`config.mk`:
```
export PLATFORM = sky130hd
export DESIGN_NAME = d_horner_eval_gf12
export DESIGN_NICKNAME = d
export VERILOG_FILES = /design/src/rtl/d_horner_eval_gf12.sv
export SDC_FILE = /design/constraint.sdc
export NUM_CORES = 1
export LEC_CHECK = 0
export CORE_MARGIN = 4
export CORE_UTILIZATION = 40
export DETAILED_ROUTE_END_ITERATION = 7
export GPL_ROUTABILITY_DRIVEN = 0
export PLACE_DENSITY = 0.56
export SYNTH_ARGS = -nofsm -noshare
export SYNTH_HDL_FRONTEND = slang
export SYNTH_SLANG_ARGS = --single-unit
```
`constraint.sdc`:
```
create_clock -name i_clk -period 8.8 [get_ports i_clk]
set_input_delay 2.2 -clock i_clk [delete_from_list [all_inputs] [get_ports i_clk]]
set_output_delay 2.2 -clock i_clk [all_outputs]
set_load 0.005 [all_outputs]
```
`src/rtl/d_horner_eval_gf12.sv`:
```
// Horner-rule polynomial evaluator over GF(2^12), P(x) = x^12 + x^7 + x^4 + x^3 + 1.
// Optional macro D_HORNER_MUL_REG_EN registers the field product (two-phase accumulate).
module d_horner_eval_gf12 #(
    parameter int MAX_DEGREE = 14,
    parameter int DW         = 4
) (
    input  logic          i_clk,
    input  logic          i_nRESET,
    input  logic          i_start,
    input  logic [11:0]   i_point,
    input  logic [DW-1:0] i_degree,
    input  logic          i_coef_valid,
    input  logic [11:0]   i_coef,
    output logic          o_coef_ready,
    output logic          o_busy,
    output logic          o_result_valid,
    input  logic          i_result_ready,
    output logic [11:0]   o_result,
    output logic          o_is_root
);

    // The counter is one bit wider than the degree field so d+1 never wraps.
    localparam int CW = DW + 1;
    localparam logic [CW-1:0] MAX_DEG_C = CW'(MAX_DEGREE);
    localparam logic [11:0]   POLY_LOW  = 12'h099;

    typedef enum logic [1:0] {
        ST_IDLE  = 2'd0,
        ST_ACCUM = 2'd1,
        ST_DONE  = 2'd2
    } state_t;

    // Combinational GF(2^12) product: shift-and-add with reduction by x^12 = POLY_LOW.
    function automatic logic [11:0] ffm_gf12(input logic [11:0] a, input logic [11:0] b);
        logic [11:0] p;
        logic [11:0] sh;
        p  = 12'h000;
        sh = a;
        for (int i = 0; i < 12; i++) begin
            if (b[i]) begin
                p = p ^ sh;
            end else begin
                p = p;
            end
            if (sh[11]) begin
                sh = {sh[10:0], 1'b0} ^ POLY_LOW;
            end else begin
                sh = {sh[10:0], 1'b0};
            end
        end
        return p;
    endfunction

    state_t        state_q, state_d;
    logic [11:0]   point_q, point_d;
    logic [11:0]   acc_q, acc_d;
    logic [11:0]   result_q, result_d;
    logic [CW-1:0] cnt_q, cnt_d;
    logic          busy_q, busy_d;
    logic          coef_ready_q, coef_ready_d;
    logic          result_valid_q, result_valid_d;
    logic          is_root_q, is_root_d;

    logic [11:0]   ffm_s;
    logic [11:0]   acc_next_s;
    logic [CW-1:0] deg_s;
    logic          accept_s;

    assign ffm_s    = ffm_gf12(acc_q, point_q);
    assign accept_s = (state_q == ST_ACCUM) & i_coef_valid & coef_ready_q;
    assign deg_s    = ({1'b0, i_degree} > MAX_DEG_C) ? MAX_DEG_C : {1'b0, i_degree};

`ifdef D_HORNER_MUL_REG_EN
    logic          phase_q, phase_d;
    logic [11:0]   prod_q, prod_d;

    assign acc_next_s = prod_q ^ i_coef;

    // Phase 0 captures the product, phase 1 waits for a coefficient to fold in.
    always_comb begin
        phase_d = phase_q;
        prod_d  = prod_q;
        if (state_q == ST_ACCUM) begin
            if (!phase_q) begin
                prod_d  = ffm_s;
                phase_d = 1'b1;
            end else if (accept_s) begin
                phase_d = 1'b0;
            end else begin
                phase_d = 1'b1;
            end
        end else begin
            phase_d = 1'b0;
        end
    end

    // Product pipeline registers.
    always_ff @(posedge i_clk) begin
        if (!i_nRESET) begin
            phase_q <= 1'b0;
            prod_q  <= 12'h000;
        end else begin
            phase_q <= phase_d;
            prod_q  <= prod_d;
        end
    end
`else
    assign acc_next_s = ffm_s ^ i_coef;
`endif

    // State register and datapath flops.
    always_ff @(posedge i_clk) begin
        if (!i_nRESET) begin
            state_q        <= ST_IDLE;
            point_q        <= 12'h000;
            acc_q          <= 12'h000;
            result_q       <= 12'h000;
            cnt_q          <= '0;
            busy_q         <= 1'b0;
            coef_ready_q   <= 1'b0;
            result_valid_q <= 1'b0;
            is_root_q      <= 1'b0;
        end else begin
            state_q        <= state_d;
            point_q        <= point_d;
            acc_q          <= acc_d;
            result_q       <= result_d;
            cnt_q          <= cnt_d;
            busy_q         <= busy_d;
            coef_ready_q   <= coef_ready_d;
            result_valid_q <= result_valid_d;
            is_root_q      <= is_root_d;
        end
    end

    // Next-state and accumulate logic.
    always_comb begin
        state_d  = state_q;
        point_d  = point_q;
        acc_d    = acc_q;
        cnt_d    = cnt_q;
        result_d = result_q;
        case (state_q)
            ST_IDLE: begin
                if (i_start) begin
                    point_d = i_point;
                    acc_d   = 12'h000;
                    cnt_d   = deg_s + CW'(1);
                    state_d = ST_ACCUM;
                end else begin
                    state_d = ST_IDLE;
                end
            end
            ST_ACCUM: begin
                if (accept_s) begin
                    acc_d = acc_next_s;
                    cnt_d = cnt_q - CW'(1);
                    if (cnt_q == CW'(1)) begin
                        result_d = acc_next_s;
                        state_d  = ST_DONE;
                    end else begin
                        state_d  = ST_ACCUM;
                    end
                end else begin
                    state_d = ST_ACCUM;
                end
            end
            ST_DONE: begin
                if (i_result_ready) begin
                    state_d = ST_IDLE;
                end else begin
                    state_d = ST_DONE;
                end
            end
            default: begin
                state_d = ST_IDLE;
            end
        endcase
    end

    // Output decode from the next state so every output leaves a flop.
    always_comb begin
        busy_d         = (state_d != ST_IDLE);
        result_valid_d = (state_d == ST_DONE);
        is_root_d      = (state_d == ST_DONE) && (result_d == 12'h000);
`ifdef D_HORNER_MUL_REG_EN
        coef_ready_d   = (state_d == ST_ACCUM) && phase_d;
`else
        coef_ready_d   = (state_d == ST_ACCUM);
`endif
    end

    assign o_coef_ready   = coef_ready_q;
    assign o_busy         = busy_q;
    assign o_result_valid = result_valid_q;
    assign o_result       = result_q;
    assign o_is_root      = is_root_q;

endmodule

```
* After elaboration in Yosys (flattened, before gate mapping)
Index checks and enable logic that the tools add are counted.
Storage, ports and cells: register bits 47, output and inout bits 16
Cells by class: add/sub/neg operators 2, $lt $le $gt $ge 1, eq/ne operators 7, mux-type cells 38, bitwise logic cells 25, reduce and logical (&&, ||, !) cells 7
Operators by type and width (number):
- $mux 12 | 17
- $xor 12x12->12 | 12
- $mux 8 | 11
- $not 4->4 | 11
- $pmux 12 s2 | 1
- $logic_not 12->1 | 1
- $mux 5 | 2
- $pmux 5 s2 | 1
- $mux 2 | 3
- $pmux 2 s3 | 1
- $add 4x1->5 const B | 1
- $eq 5x1->1 const B | 1
- $sub 5x1->5 const B | 1
- $eq 2x1->1 const B | 2
- $eq 2x2->1 const B | 2
- $gt 4x4->1 const B | 1
- $mux 4 | 1
- $ne 2x2->1 const B | 2
- $reduce_bool 2->1 | 2
- $reduce_and 3->1 | 1
- $and 1x1->1 | 2
- $logic_not 2->1 | 1
- $reduce_and 2->1 | 1
- $logic_and 1x1->1 | 1
- $mux 1 | 1

* Longest topological paths before layout
depth after elaboration 30, gate-level depth with buffers 11

* Worst setup path before layout
OpenSTA, ideal clock, no wires.
path type input port to flip-flop, from input port i_coef_valid, to register is_root_q, in the netlist o_is_root, setup time 88 ps, arrival time 4025 ps, required time 8712 ps, slack 4687 ps, stages 8, cells stage by stage and3_1 clkbuf_1 and4b_1 clkbuf_1 a31oi_1 or3_1 a2111o_1 nor4_2
Between the ends: cells in the longest elaborated chain, start to end 6, elaborated cells on any way between the ends 9, classes of those cells eq/ne: 1; mux: 4; bitwise: 2; reduce/logical: 2
RTL lines:
- from (decl) | RTL line 12 | input logic i_coef_valid,
- $and 1x1->1 (*) (2 in series) | RTL line 70 | assign accept_s = (state_q == ST_ACCUM) & i_coef_valid & coef_ready_q;
- $mux 2 or $mux 12 (tied branches) | RTL line 155 | if (accept_s) begin
- $pmux 2 s3 or $mux 12 (tied branches) | RTL line 143 | case (state_q)
- $eq 2x2->1 or $logic_not 12->1 (tied branches) | RTL line 185 | is_root_d = (state_d == ST_DONE) && (result_d == 12'h000);
- $logic_and 1x1->1 (*) | RTL line 185
- to (signal assigned) | RTL line 132 | is_root_q <= is_root_d;
- to (decl) | RTL line 62 | logic is_root_q, is_root_d;
Mark *: on every way between the ends. The rest lies on a longest branch, timed or not. A chain may end at the register's enable or synchronous reset.

* Worst setup path after layout
Same ends and word-level chain as after synthesis.

==> impl_metrics.csv <==
group,metric,value,unit
grt,antenna_found_initial,0,
synthesis,synth.distinct_cells,52,
worst_setup_path,timing.rr.start,"acc_q[7]$_SDFFE_PN0P_",
grt,grt-busiest-layer,"met2",
placement,io_buffers,48,
synthesis,syn_nets,640,
timing,slew_headroom,0.3080,
final_layout,seqCellArea,940.9,sq um
detailed_routing,drcViolationCount,0,
final_layout,drive_gt1_frac,0.04700,
synthesis,synth-seq-cells,47,
clock_tree,cts_setup_buffers,0,
clock_tree,root_buffer,"clkbuf_16",
detailed_routing,viasPerCell,5.182,
synthesis,seq_area_frac_synth,0.1939,
clock_tree,cts_buffers,5,
detailed_routing,drt_iter0_markers,274,
grt,grt_pass1_vias,4028,
die,ios,49,
clock_tree,clk_latency,0.28,ns
timing,finalHoldViolations,0,
timing,setup_tns,0,ns
grt,grtUsageMet2,0.3180,
grt,grtUsageMet1,0.2735,
synthesis,ys_warn_count,0,
timing,worstMarginPinSlew,1.034,ns
die,initial_core_util,0.4162,
clock_tree,cts_tree,"built",
die,die_x,118.2,um
synthesis,ys.flop_type,"dfxtp_1",
detailed_routing,wl_per_cell,17.68,um
final_layout,n_fill_cell,1166,
worst_hold_path,hp-start,"o_result[4]$_SDFF_PN0_",
power,p_per_area,103.5,mW/mm^2
worst_setup_path,cp-startpoint,"i_coef_valid",
run_status,status,"complete, no violations",
final_layout,utilization,0.4696,
worst_setup_path,crit_type,"in2reg",
timing,rsz0062_at_grt,"false",
detailed_routing,vias,3938,
grt,grt_pass1_wl,22000,um
clock_tree,cts.htree.levels,2,
worst_hold_path,hp-class,"reg2reg",
detailed_routing,drtAntennaViolNets,0,
power,leakagePower,1.945,nW
synthesis,avgSynthCellArea,8.035,sq um
clock_tree,cts_sinks,47,
timing,clock.fmax,0.2127,GHz
power,peakVddDrop,0.09920,mV
final_layout,multi_input_area,0.003656,sq mm
clock_tree,clk_pin_slew,0.06,ns
worst_setup_path,startpoint_type,"input pin",
placement,dp_hpwl,9641,um
grt,track_usage,0.1951,
final_layout,diodes,0,
synthesis,synth-edff-count,0,
worst_setup_path,crit_required,9.00,ns
die,die_y,118.2,um
timing,drv_slew,0,
timing,timing.final.crit_share,0.5342,
detailed_routing,dr.pass1.iters,5,
synthesis,postSynthCellCount,604,
job,cap_violations,0,
detailed_routing,wirelength,13440,um
synthesis,async_reset_ff_frac,0,
die,core_area,0.01166,sq mm
final_layout,areaGrowthSynthToFinish,12.84,%
clock_tree,postCtsHoldBufs,0,
grt,grt_start_max_net_pins,45,
timing,fin_worst_skew,0.003103,ns
grt,grt_use_met3,0.02579,
timing,min_period,4.701,ns
clock_tree,cts.repair.resized,0,
clock_tree,clock_path_buffers,2,
grt,grt_overflow,0,
die,dieArea,0.01396,sq mm
worst_setup_path,end_kind,"flip-flop",
worst_setup_path,crit_fanout,18,
timing,setup_viol,0,
die,rows,39,
worst_setup_path,arrival,4.90,ns
final_layout,nets,652,
synthesis,synth.cell_area,0.004853,sq mm
[registers in the layout, summed over array words and instances, names as in the netlist]
register and flops:
o_is_root 1, o_busy 1, o_result_valid 1, point_q 12, state_q 2, o_result 12
cnt_q 5, acc_q 12, o_coef_ready 1
[report_power, final]
group          internal [mW]  total (mW)  switching, mW
registers              0.221       0.246         0.0255
clock network          0.105       0.186         0.0809
logic                 0.0691       0.135         0.0660
total                  0.394       0.567          0.172
[worst paths after layout]
path	end	slack [ns]	cells past startpoint
worst min-delay path	o_result[4]$_SDFF_PN0_	0.47	2
worst max-delay path	o_is_root$_SDFF_PN0_	4.10	8
worst max register to register	o_is_root$_SDFF_PN0_	5.12	9
worst min register to register	o_result[4]$_SDFF_PN0_	0.47	2
[worst max-delay path, cell delays in order]
cell             delay [ns]
clkdlybuf4s50_1        0.47
and3_1                 0.31
nand4b_1               0.56
o21ai_0                0.24
nand3_1                0.17
or3_1                  0.40
a2111o_1               0.30
nor4_2                 0.24
[final cells by class]
type                    instances  area share
well taps                     143     0.03267
flip-flops and latches         47      0.1718
repair buffers                 53     0.09459
inverters                      10    0.006854
clock inverters                 3    0.003655
clock buffers                   5     0.02285
multi-input cells             499      0.6676
[metal layers]
layer  up-vias  part of all wire
met5         -                 0
met4         0             0.012
met3        14             0.062
met2       103              0.47
met1      1849              0.45
li1       1972                 -
[cell usage in the layout (no fill, tap or decap), types with 9 or more instances in the layout]
cell type,n
a21boi_0,12
a21oi_1,13
a22oi_1,9
and2_1,19
clkdlybuf4s50_1,48
dfxtp_1,47
inv_1,10
mux2i_1,10
nand2_1,164
nor2_1,15
nor2b_1,14
o21ai_0,20
xnor2_1,91
xnor3_1,18
xor2_1,39
[cell usage after synthesis, drive strengths merged, types with 2 or more instances]
master  number  share of area
and2        19          0.024
ha           3         0.0077
nand3        3         0.0031
a21boi      13          0.020
and3         3         0.0039
a31oi        6         0.0077
dfxtp       47           0.19
o221ai       3         0.0054
xnor2       95           0.18
nor2        15          0.012
buf         17          0.021
o21ai       21          0.022
mux2         4         0.0093
nand2      165           0.13
xor3         6          0.029
o211a        3         0.0062
a21oi       13          0.013
nor2b       14          0.018
inv         10         0.0077
nor3         3         0.0031
a22oi        9          0.014
mux2i       10          0.021
xor2        43          0.088
o211ai       2         0.0031
o22ai        3         0.0039
clkbuf      31          0.024
nand2b       8          0.010
nor3b        5         0.0077
xnor3       19          0.088
[cells by family after synthesis]
logic type / after synthesis / synth area share
AOI/OAI and AO/OA: 79 / 0.1075
adders and majority gates: 3 / 0.007735
buffers and inverters: 58 / 0.05285
and+or+nand+nor: 240 / 0.2196
DFF: 47 / 0.1939
muxes: 14 / 0.02990
xor gates and xnor gates: 163 / 0.3885
[metrics by stage]
stage          area (sq um)  power (mW)  cells  hold slack [ns]  setup slack, ns
6_report               5477      0.5668    760           0.4735            4.099
5_1_grt                5477      0.5963    760           0.5040            3.744
4_1_cts                5477      0.5708    760           0.4766            4.082
3_5_place_dp           5331      0.3853    752           0.4644            3.813
3_3_place_gp           5331      0.3840    752           0.4706            3.891
2_1_floorplan          4853      0.3381    604           0.4594            4.687
No activity file was read; power rests on OpenSTA's default activity.
